### src/rtl/draw_port_arbiter_pkg.sv
// -----------------------------------------------------------------------------
// draw_port_arbiter_pkg
// Shared definitions for the sprite-drawer port arbiter:
//   - sprite ID constants handed to the drawer
//   - requester index constants (bit position in the req vector)
//   - arbiter FSM state encoding
//   - round-robin pointer advance helper
// -----------------------------------------------------------------------------
package draw_port_arbiter_pkg;

  // Sprite IDs understood by the sprite drawer
  localparam logic [2:0] SPR_BG       = 3'd0;
  localparam logic [2:0] SPR_CHAR     = 3'd1;
  localparam logic [2:0] SPR_PLATFORM = 3'd2;
  localparam logic [2:0] SPR_DOOR     = 3'd3;

  // Requester positions in the req / done vectors
  localparam int REQ_BG   = 0;
  localparam int REQ_CHAR = 1;
  localparam int REQ_PLAT = 2;
  localparam int REQ_DOOR = 3;

  typedef enum logic [1:0] {
    ST_IDLE    = 2'd0,
    ST_START   = 2'd1,
    ST_WAIT    = 2'd2,
    ST_RELEASE = 2'd3
  } arb_state_t;

  // Next round-robin start position: one past the last owner, wrapping at n_req
  function automatic logic [2:0] next_ptr(input logic [2:0] cur, input int n_req);
    logic [2:0] nxt;
    if (cur == 3'(n_req - 1)) begin
      nxt = 3'd0;
    end else begin
      nxt = cur + 3'd1;
    end
    return nxt;
  endfunction

endpackage

### src/rtl/draw_port_arbiter_rr_pick.sv
// -----------------------------------------------------------------------------
// draw_port_arbiter_rr_pick
// Combinational round-robin selector. Finds the first set bit of req_masked
// at or after position ptr, searching upward and wrapping at N_REQ.
// Ports:
//   req_masked  in  N_REQ  eligible requests (already masked by the caller)
//   ptr         in  3      search start position (0..N_REQ-1)
//   winner      out 3      index of the selected requester (0 when none)
//   any_valid   out 1      high when at least one request is eligible
// -----------------------------------------------------------------------------
module draw_port_arbiter_rr_pick
  import draw_port_arbiter_pkg::*;
#(
  parameter int N_REQ = 4
) (
  input  logic [N_REQ-1:0] req_masked,
  input  logic [2:0]       ptr,
  output logic [2:0]       winner,
  output logic             any_valid
);

  localparam logic [N_REQ-1:0] ONE = N_REQ'(1);

  logic [3:0] idx;
  logic       hit;

  // Scan offsets from farthest to nearest so the nearest hit is the last write
  always_comb begin
    winner    = 3'd0;
    any_valid = 1'b0;
    idx       = 4'd0;
    hit       = 1'b0;
    for (int k = N_REQ - 1; k >= 0; k--) begin
      idx       = {1'b0, ptr} + 4'(k);
      idx       = (idx >= 4'(N_REQ)) ? (idx - 4'(N_REQ)) : idx;
      hit       = ((req_masked & (ONE << idx)) != {N_REQ{1'b0}});
      winner    = hit ? idx[2:0] : winner;
      any_valid = any_valid | hit;
    end
  end

endmodule

### src/rtl/draw_port_arbiter.sv
// -----------------------------------------------------------------------------
// draw_port_arbiter
// Shares the single sprite-drawer write port between the draw requesters
// (background, character, platform animator, button/door animator).
// One requester is granted at a time in round-robin order; its coordinates
// and sprite ID are latched and forwarded to the drawer with a 1-cycle start
// pulse, and a 1-cycle done pulse goes back to that requester alone when the
// drawer finishes. A watchdog releases the port if the drawer never answers.
// Ports:
//   clock        in   1          system clock
//   resetn       in   1          synchronous, active-low reset
//   req          in   N_REQ      level requests, held until own done pulse
//   req_x        in   N_REQ*XW   packed x per requester, slice i = [i*XW +: XW]
//   req_y        in   N_REQ*YW   packed y per requester
//   req_id       in   N_REQ*IDW  packed sprite ID per requester
//   done         out  N_REQ      1-cycle pulse to the owner at release
//   drw_start    out  1          1-cycle start pulse to the drawer
//   drw_x/y/id   out  XW/YW/IDW  latched coordinates / sprite ID of the owner
//   drw_done     in   1          drawer completion pulse (only honoured in WAIT)
//   busy         out  1          high in every state except IDLE
//   owner        out  3          index of current or last owner
//   timeout_err  out  1          sticky watchdog-expiry flag
// -----------------------------------------------------------------------------
module draw_port_arbiter
  import draw_port_arbiter_pkg::*;
#(
  parameter int          N_REQ  = 4,
  parameter int          XW     = 9,
  parameter int          YW     = 8,
  parameter int          IDW    = 3,
  parameter logic [19:0] TO_CYC = 20'hFFFFF
) (
  input  logic                 clock,
  input  logic                 resetn,
  input  logic [N_REQ-1:0]     req,
  input  logic [N_REQ*XW-1:0]  req_x,
  input  logic [N_REQ*YW-1:0]  req_y,
  input  logic [N_REQ*IDW-1:0] req_id,
  output logic [N_REQ-1:0]     done,
  output logic                 drw_start,
  output logic [XW-1:0]        drw_x,
  output logic [YW-1:0]        drw_y,
  output logic [IDW-1:0]       drw_id,
  input  logic                 drw_done,
  output logic                 busy,
  output logic [2:0]           owner,
  output logic                 timeout_err
);

  localparam logic [N_REQ-1:0] ONE     = N_REQ'(1);
  localparam logic [19:0]      WD_LAST = TO_CYC - 20'd1;
  localparam logic [19:0]      WD_MAX  = 20'hFFFFF;

  arb_state_t       state;
  logic [2:0]       ptr;
  logic [N_REQ-1:0] mask;
  logic [19:0]      wd;

  logic [N_REQ-1:0] req_masked;
  logic [2:0]       winner;
  logic             any_valid;
  logic [XW-1:0]    sel_x;
  logic [YW-1:0]    sel_y;
  logic [IDW-1:0]   sel_id;

  // The just-served requester is hidden for one IDLE cycle so a requester
  // that has not yet dropped req is not granted again straight away.
  always_comb begin
    req_masked = req & ~mask;
    sel_x      = XW'(req_x >> (32'(winner) * XW));
    sel_y      = YW'(req_y >> (32'(winner) * YW));
    sel_id     = IDW'(req_id >> (32'(winner) * IDW));
  end

  draw_port_arbiter_rr_pick #(
    .N_REQ (N_REQ)
  ) u_rr_pick (
    .req_masked (req_masked),
    .ptr        (ptr),
    .winner     (winner),
    .any_valid  (any_valid)
  );

  // Arbiter FSM with registered handshake outputs, mask and watchdog
  always_ff @(posedge clock) begin
    if (!resetn) begin
      state       <= ST_IDLE;
      ptr         <= 3'd0;
      mask        <= {N_REQ{1'b0}};
      wd          <= 20'd0;
      done        <= {N_REQ{1'b0}};
      drw_start   <= 1'b0;
      drw_x       <= {XW{1'b0}};
      drw_y       <= {YW{1'b0}};
      drw_id      <= {IDW{1'b0}};
      busy        <= 1'b0;
      owner       <= 3'd0;
      timeout_err <= 1'b0;
    end else begin
      case (state)
        ST_IDLE: begin
          done <= {N_REQ{1'b0}};
          mask <= {N_REQ{1'b0}};
          if (any_valid) begin
            owner     <= winner;
            drw_x     <= sel_x;
            drw_y     <= sel_y;
            drw_id    <= sel_id;
            drw_start <= 1'b1;
            busy      <= 1'b1;
            state     <= ST_START;
          end else begin
            drw_start <= 1'b0;
            busy      <= 1'b0;
          end
        end
        ST_START: begin
          drw_start <= 1'b0;
          wd        <= 20'd0;
          state     <= ST_WAIT;
        end
        ST_WAIT: begin
          // Drawer completion takes precedence over a coincident expiry
          if (drw_done) begin
            done  <= ONE << owner;
            state <= ST_RELEASE;
          end else if (wd == WD_LAST) begin
            done        <= ONE << owner;
            timeout_err <= 1'b1;
            state       <= ST_RELEASE;
          end else if (wd != WD_MAX) begin
            wd <= wd + 20'd1;
          end
        end
        ST_RELEASE: begin
          done  <= {N_REQ{1'b0}};
          ptr   <= next_ptr(owner, N_REQ);
          mask  <= ONE << owner;
          busy  <= 1'b0;
          state <= ST_IDLE;
        end
        default: begin
          done      <= {N_REQ{1'b0}};
          drw_start <= 1'b0;
          busy      <= 1'b0;
          state     <= ST_IDLE;
        end
      endcase
    end
  end

endmodule

### config.mk
export PLATFORM = sky130hd
export DESIGN_NAME = draw_port_arbiter
export DESIGN_NICKNAME = d
export VERILOG_FILES = /design/src/rtl/draw_port_arbiter_pkg.sv /design/src/rtl/draw_port_arbiter_rr_pick.sv /design/src/rtl/draw_port_arbiter.sv
export SDC_FILE = /design/constraint.sdc
export NUM_CORES = 1
export LEC_CHECK = 0
export CAP_MARGIN = 20
export CORE_MARGIN = 3
export CORE_UTILIZATION = 47
export DETAILED_ROUTE_END_ITERATION = 16
export MAX_ROUTING_LAYER = met4
export PLACE_DENSITY = 0.78
export SLEW_MARGIN = 20
export SYNTH_ARGS = -nofsm -noshare
export SYNTH_HDL_FRONTEND = slang
export SYNTH_SLANG_ARGS = --single-unit
export TNS_END_PERCENT = 1
### constraint.sdc
create_clock -name clock -period 3.4 [get_ports clock]
set_input_delay 0.51 -clock clock [delete_from_list [all_inputs] [get_ports clock]]
set_output_delay 0.51 -clock clock [all_outputs]
set_load 0.01 [all_outputs]
# ---- Word-level counts from Yosys, hierarchy flattened
# Cells that the tools add are included.
dict set report totals {
  ff_bits 59
  inputBits 87
  word_cells 95
}
dict set report classes {
  add_sub_neg 9
  mul 2
  n_lt_le_gt_ge 4
  n_eq_ne 11
  shift 8
  n_mux 24
  bitwise_logic 10
  n_reduce_logical 15
}
# op count
set ops {}
lappend ops {{$mux W20} 3}
lappend ops {{$pmux W20 S2} 1}
lappend ops {{$shr A36 B7 Y9} 1}
lappend ops {{$shr A32 B6 Y8} 1}
lappend ops {{$mux W4} 6}
lappend ops {{$add A20 B1 Y20 const B} 1}
lappend ops {{$and A4 B4 Y4} 5}
lappend ops {{$eq A20 B20 Y1 const B} 1}
lappend ops {{$ne A20 B20 Y1 const B} 1}
lappend ops {{$pmux W4 S2} 2}
lappend ops {{$reduce_bool A4 Y1} 4}
lappend ops {{$shl A1 B4 Y4 const A} 4}
lappend ops {{$mux W3} 5}
lappend ops {{$ge A4 B3 Y1 const B} 3}
lappend ops {{$shr A12 B5 Y3} 1}
lappend ops {{$sub A4 B3 Y4 const B} 3}
lappend ops {{$add A3 B2 Y4 const B} 2}
lappend ops {{$ne A2 B2 Y1 const B} 4}
lappend ops {{$pmux W2 S4} 1}
lappend ops {{$reduce_bool A2 Y1} 4}
lappend ops {{$mul A3 B4 Y7 const B} 1}
lappend ops {{$mux W2} 3}
lappend ops {{$reduce_and A2 Y1} 3}
lappend ops {{$mul A3 B2 Y5 const B} 1}
lappend ops {{18 further kinds} 22}

# ---- Depth between registers and ports, before layout
dict set report logic_depth {
  word_depth 12
  mapped_depth 11
  depth_no_buf 9
}

# ---- Hierarchy
# A second synthesis with hierarchy kept.
dict set report hier_totals {
  hier_cells 381
  hier_area_um2 3572.2
}
# module n_inst cells_each area_per_inst_um2 seq_area_each_um2
set by_module_without_submodules {}
lappend by_module_without_submodules {draw_port_arbiter 1 336 3240.6 1181.1}
lappend by_module_without_submodules {draw_port_arbiter_rr_pick 1 45 331.6 0.0}

# ---- Least setup slack after synthesis
# Ideal clock, no wire load.
dict set report synth_path {
  path_type {reg-to-reg}
  start {register ptr[1]}
  end {register drw_id[2]}
  setup_time_ns 0.093
  t_arrival_ns 2.421
  setup_slack_ns 0.886
  path_stages_with_launch 11
  path_buffers 1
  synth_period_minus_slack_ns 2.514
  cell_sequence {dfxtp_1 inv_1 ha_1 and3b_1 a221oi_4 and2_1 o221a_2 nand2_1 or3_4 buf_6 o311ai_2}
}
dict set report synth_via {
  elab_chain_cells 12
  word_cells_on_any_way 37
  classes_between {7 x add/sub; 1 x mul; 4 x order compare; 5 x shift; 8 x mux; 7 x bitwise; 5 x reduce/logical}
}
# item line
set synth_lines {}
lappend synth_lines {{start, declared} draw_port_arbiter.sv:55} ;# logic [2:0] ptr;
lappend synth_lines {{start signal, assigned} draw_port_arbiter.sv:137} ;# ptr <= next_ptr(owner, N_REQ);
lappend synth_lines {{$add A3 B2 Y4} draw_port_arbiter_rr_pick.sv:34} ;# idx = {1'b0, ptr} + 4'(k);
lappend synth_lines {{$sub A4 B3 Y4 / $ge A4 B3 Y1 (equally long branches)} draw_port_arbiter_rr_pick.sv:35} ;# idx = (idx >= 4'(N_REQ)) ? (idx - 4'(N_REQ)) : idx;
lappend synth_lines {{$mux W4} draw_port_arbiter_rr_pick.sv:35}
lappend synth_lines {{$shl A1 B4 Y4} draw_port_arbiter_rr_pick.sv:36} ;# hit = ((req_masked & (ONE << idx)) != {N_REQ{1'b0}});
lappend synth_lines {{$and A4 B4 Y4} draw_port_arbiter_rr_pick.sv:36}
lappend synth_lines {{$reduce_bool A4 Y1} draw_port_arbiter_rr_pick.sv:36}
lappend synth_lines {{$mux W3 (4 in series)} draw_port_arbiter_rr_pick.sv:37} ;# winner = hit ? idx[2:0] : winner;
lappend synth_lines {{$mul A3 B2 Y5} draw_port_arbiter.sv:72} ;# sel_id = IDW'(req_id >> (32'(winner) * IDW));
lappend synth_lines {{$shr A12 B5 Y3} draw_port_arbiter.sv:72}
lappend synth_lines {{end signal, assigned} draw_port_arbiter.sv:95} ;# drw_id <= {IDW{1'b0}};
lappend synth_lines {{end signal, assigned} draw_port_arbiter.sv:108} ;# drw_id <= sel_id;
lappend synth_lines {{end, declared} draw_port_arbiter.sv:43} ;# output logic [IDW-1:0] drw_id,
# Several ways; a longest one is shown, not always the timed one.
# A chain may end at the register's enable or synchronous reset.

# ---- Worst setup path after layout
dict set report layout_path {
  start {register ptr[1]}
  end {register drw_y[7]}
}
dict set report layout_via {
  elab_chain_cells 11
  word_cells_on_any_way 36
  classes_between {7 x add/sub; 4 x order compare; 5 x shift; 8 x mux; 7 x bitwise; 5 x reduce/logical}
}
# item line
set layout_lines {}
lappend layout_lines {{$add A3 B2 Y4} draw_port_arbiter_rr_pick.sv:34}
lappend layout_lines {{$sub A4 B3 Y4 / $ge A4 B3 Y1 (equally long branches)} draw_port_arbiter_rr_pick.sv:35}
lappend layout_lines {{$mux W4} draw_port_arbiter_rr_pick.sv:35}
lappend layout_lines {{$shl A1 B4 Y4} draw_port_arbiter_rr_pick.sv:36}
lappend layout_lines {{$and A4 B4 Y4} draw_port_arbiter_rr_pick.sv:36}
lappend layout_lines {{$reduce_bool A4 Y1} draw_port_arbiter_rr_pick.sv:36}
lappend layout_lines {{$mux W3 (4 in series)} draw_port_arbiter_rr_pick.sv:37}
lappend layout_lines {{$shr A32 B6 Y8} draw_port_arbiter.sv:71} ;# sel_y = YW'(req_y >> (32'(winner) * YW));
lappend layout_lines {{end signal, assigned} draw_port_arbiter.sv:94} ;# drw_y <= {YW{1'b0}};
lappend layout_lines {{end signal, assigned} draw_port_arbiter.sv:107} ;# drw_y <= sel_y;
lappend layout_lines {{end, declared} draw_port_arbiter.sv:42} ;# output logic [YW-1:0] drw_y,
# Several ways; a longest one is shown, not always the timed one.

==> flow_summary.json <==
{
  "numCtsBuffers": 9,
  "slew-limit-headroom": 0.610,
  "required_ns": 3.62,
  "rsz0062_at_grt": "no",
  "maxCapViolations": 0,
  "ys_types": 54,
  "wl_per_cell_um": 16.6,
  "hold_viol": 0,
  "cts_hold_buf": 0,
  "ios": 117,
  "die-area_um2": 8870,
  "syn_area_um2": 3660,
  "root_buffer": "clkbuf_8",
  "grt_first_pass_wirelength_um": 16900,
  "initialDrtViolationCount": 151,
  "synth_common_cells": "nor2_1 (63), dfxtp_1 (59), nand2_1 (54)",
  "fillers": 623,
  "critical_path_arrival_ns": 3.10,
  "worst_hold_path_type": "reg2reg",
  "cts_buffer_depth": 2,
  "dp_hpwl_um": 7810,
  "regArea_um2": 1180,
  "synth-edff-count": 0,
  "diodes": 0,
  "p_per_area_nw_per_um2": 606,
  "asyncSetResetFlopFracSynth": 0,
  "cts_sinks": 59,
  "avgSynthCellArea_um2": 8.44,
  "start_util": 0.493,
  "endpoint_kind": "flop",
  "post_cts_buffers": 0,
  "reg2reg_depth": 11,
  "r2r_end": "drw_y[7]",
  "crit_path_max_incr_delay_ns": 0.49,
  "vias_per_cell": 5.63,
  "ctsResizeCount": 0,
  "htree_num_levels": 3,
  "antenna_found_initial": 0,
  "rows": 31,
  "reg2reg_slack_ns": 0.52,
  "fmax_ghz": 0.347,
  "ir_worst_vdd_v": 0.000350,
  "critical_path_class": "reg2reg",
  "slew_viol_final": 0,
  "fin_nets": 650,
  "fin_worst_skew_ns": 0.0102,
  "synth_top_area_cell": "dfxtp_1",
  "tightest_slew_ns": 0.584,
  "drive_gt1_frac": 0.112,
  "drc": 0,
  "hold-path-endpoint": "drw_y[4]",
  "p_total_uw": 3100,
  "crit_path_max_fanout": 18,
  "tritoncts": "built",
  "yosysMostFrequentCell": "nor2_1",
  "hp-start": "drw_y[4]",
  "synth_seq_cells": 59,
  "cp-start-kind": "flop",
  "grt_pass1_vias": 3508,
  "synth_top_area_frac": 0.323,
  "syn_nets": 536,
  "yosys_warnings": 0,
  "die_h_um": 94.2,
  "grt-ovfl-total": 0,
  "path_cells": "inv_1, ha_1, and3b_1, o32ai_2, nand4_1, nand4_1, buf_4, nand2_1, buf_4, nor2_1, o311ai_2",
  "leakagePower_uw": 0.00180,
  "place.gp.congestion": 0.961,
  "clk_latency_ns": 0.35,
  "firstDrtPassIters": 4,
  "die_x_um": 94.2,
  "finalSetupTns_ns": 0,
  "wl_um": 10800,
  "min_period_ns": 2.88,
  "portBuffers": 116,
  "finalSetupViolCount": 0,
  "synth.area.top_cells": "dfxtp_1 (32%), o311ai_2 (8.9%), nor2_1 (6.5%), nand2_1 (5.5%), ha_1 (5.5%)",
  "area_growth_pct": 40.1,
  "worstHoldPathCells": 2,
  "grt_start_max_net_pins": 41,
  "netlist_instances": 433,
  "core_area_um2": 7410,
  "vias": 3663,
  "grt_util_all_layers": 0.247,
  "synth_flop_cell": "dfxtp_1",
  "run_status": "finished, final reports clean",
  "yosysSeqAreaShare": 0.323,
  "multi_input_area_um2": 2320,
  "timing.rr.start": "ptr[1]",
  "clk_pin_slew_worst_paths_ns": 0.08,
  "drtAntennaViolNets": 0,
  "critPathSlowestCell": "dfxtp_1",
  "fin_crit_sh": 0.847
}
==> per-layer routing <==
| layer | wire [um] | vias up | GRT usage |
|---|---|---|---|
| met5 | 0 | - | - |
| met4 | 248 | 0 | 0.120 |
| met3 | 847 | 23 | 0.0457 |
| met2 | 4900 | 133 | 0.374 |
| met1 | 4800 | 1721 | 0.316 |
| li1 | - | 1786 | - |
==> cells in the final DEF, fill, tap and decap left out, types with 3 or more instances in the layout <==
| cell type | n |
|---|---|
| o21ai_0 | 10 |
| nor3_1 | 7 |
| clkinvlp_4 | 3 |
| nand3_1 | 11 |
| clkbuf_8 | 9 |
| nand4_1 | 10 |
| and2_1 | 9 |
| and3b_1 | 4 |
| nand2b_1 | 6 |
| ha_1 | 16 |
| nor2b_1 | 10 |
| dfxtp_1 | 59 |
| xnor2_1 | 16 |
| nor4_1 | 9 |
| inv_1 | 12 |
| mux2i_1 | 3 |
| o311ai_2 | 20 |
| nand2_1 | 54 |
| nor2_1 | 63 |
| a21oi_1 | 4 |
| clkdlybuf4s50_1 | 116 |
| and4_1 | 4 |
| o211ai_1 | 21 |
| nand3b_1 | 24 |
| clkinv_4 | 3 |
| buf_4 | 12 |
==> final cells by class <==
cell class	count	area share
multi-input combinational	337	0.452
timing repair buffer	128	0.244
clock inverter	7	0.0154
sequential	59	0.231
tap	99	0.0242
clock buffer	9	0.0242
inverter	12	0.00880
==> through the flow <==
stage                     instance area (um^2)  hold slack [ns]  std cells  utilization  worst slack (ns)
after floorplan                           3660            0.469        433            -             0.886
after global placement                    4920            0.450        635        0.664             0.467
after detailed placement                  4920            0.453        635        0.664             0.427
after CTS                                 5120            0.471        651        0.691             0.545
final                                     5120            0.470        651        0.691             0.520
after global routing                      5120            0.497        651        0.691             0.297
==> power breakdown <==
| part | switching (uW) | internal, uW |
|---|---|---|
| Clock | 315 | 341 |
| Combinational | 847 | 694 |
| Sequential | 86.4 | 818 |
==> critical path, delay by kind of cell, from the launching register on <==
kind | cells | cell delay [ns]
and+or+nand+nor | 5 | 0.99
AOI/OAI and AO/OA | 2 | 0.39
buffers and inverters | 3 | 0.60
DFF | 1 | 0.49
adders and majority gates | 1 | 0.28
==> flip-flops by register name, summed over array words and instances (netlist names) <==
register,cells
drw_id,3
drw_start,1
drw_x,9
owner,3
timeout_err,1
busy,1
wd,20
ptr,3
done,4
mask,4
drw_y,8
state,2
==> worst max path at each step <==
stage / startpoint / end / depth (start not counted)
floorplan: ptr[1] / drw_id[2] / 10
global placement: req[2] / drw_y[7] / 10
detailed placement: req[2] / drw_y[3] / 8
CTS: ptr[1] / drw_y[3] / 9
global route: ptr[1] / drw_x[4] / 11
finish: ptr[1] / drw_y[7] / 11
==> kinds of logic (layout without fill, tap and decap cells) <==
| family | Yosys count | in the layout | share of synthesized area |
|---|---|---|---|
| xor gates and xnor gates | 16 | 16 | 0.0383 |
| and+or+nand+nor | 223 | 223 | 0.317 |
| adders and majority gates | 16 | 16 | 0.0548 |
| buffers and inverters | 37 | 156 | 0.0445 |
| AOI/OAI and AO/OA | 79 | 79 | 0.214 |
| muxes | 3 | 3 | 0.00821 |
| DFF | 59 | 59 | 0.323 |
(Power assumes the default switching activity.)
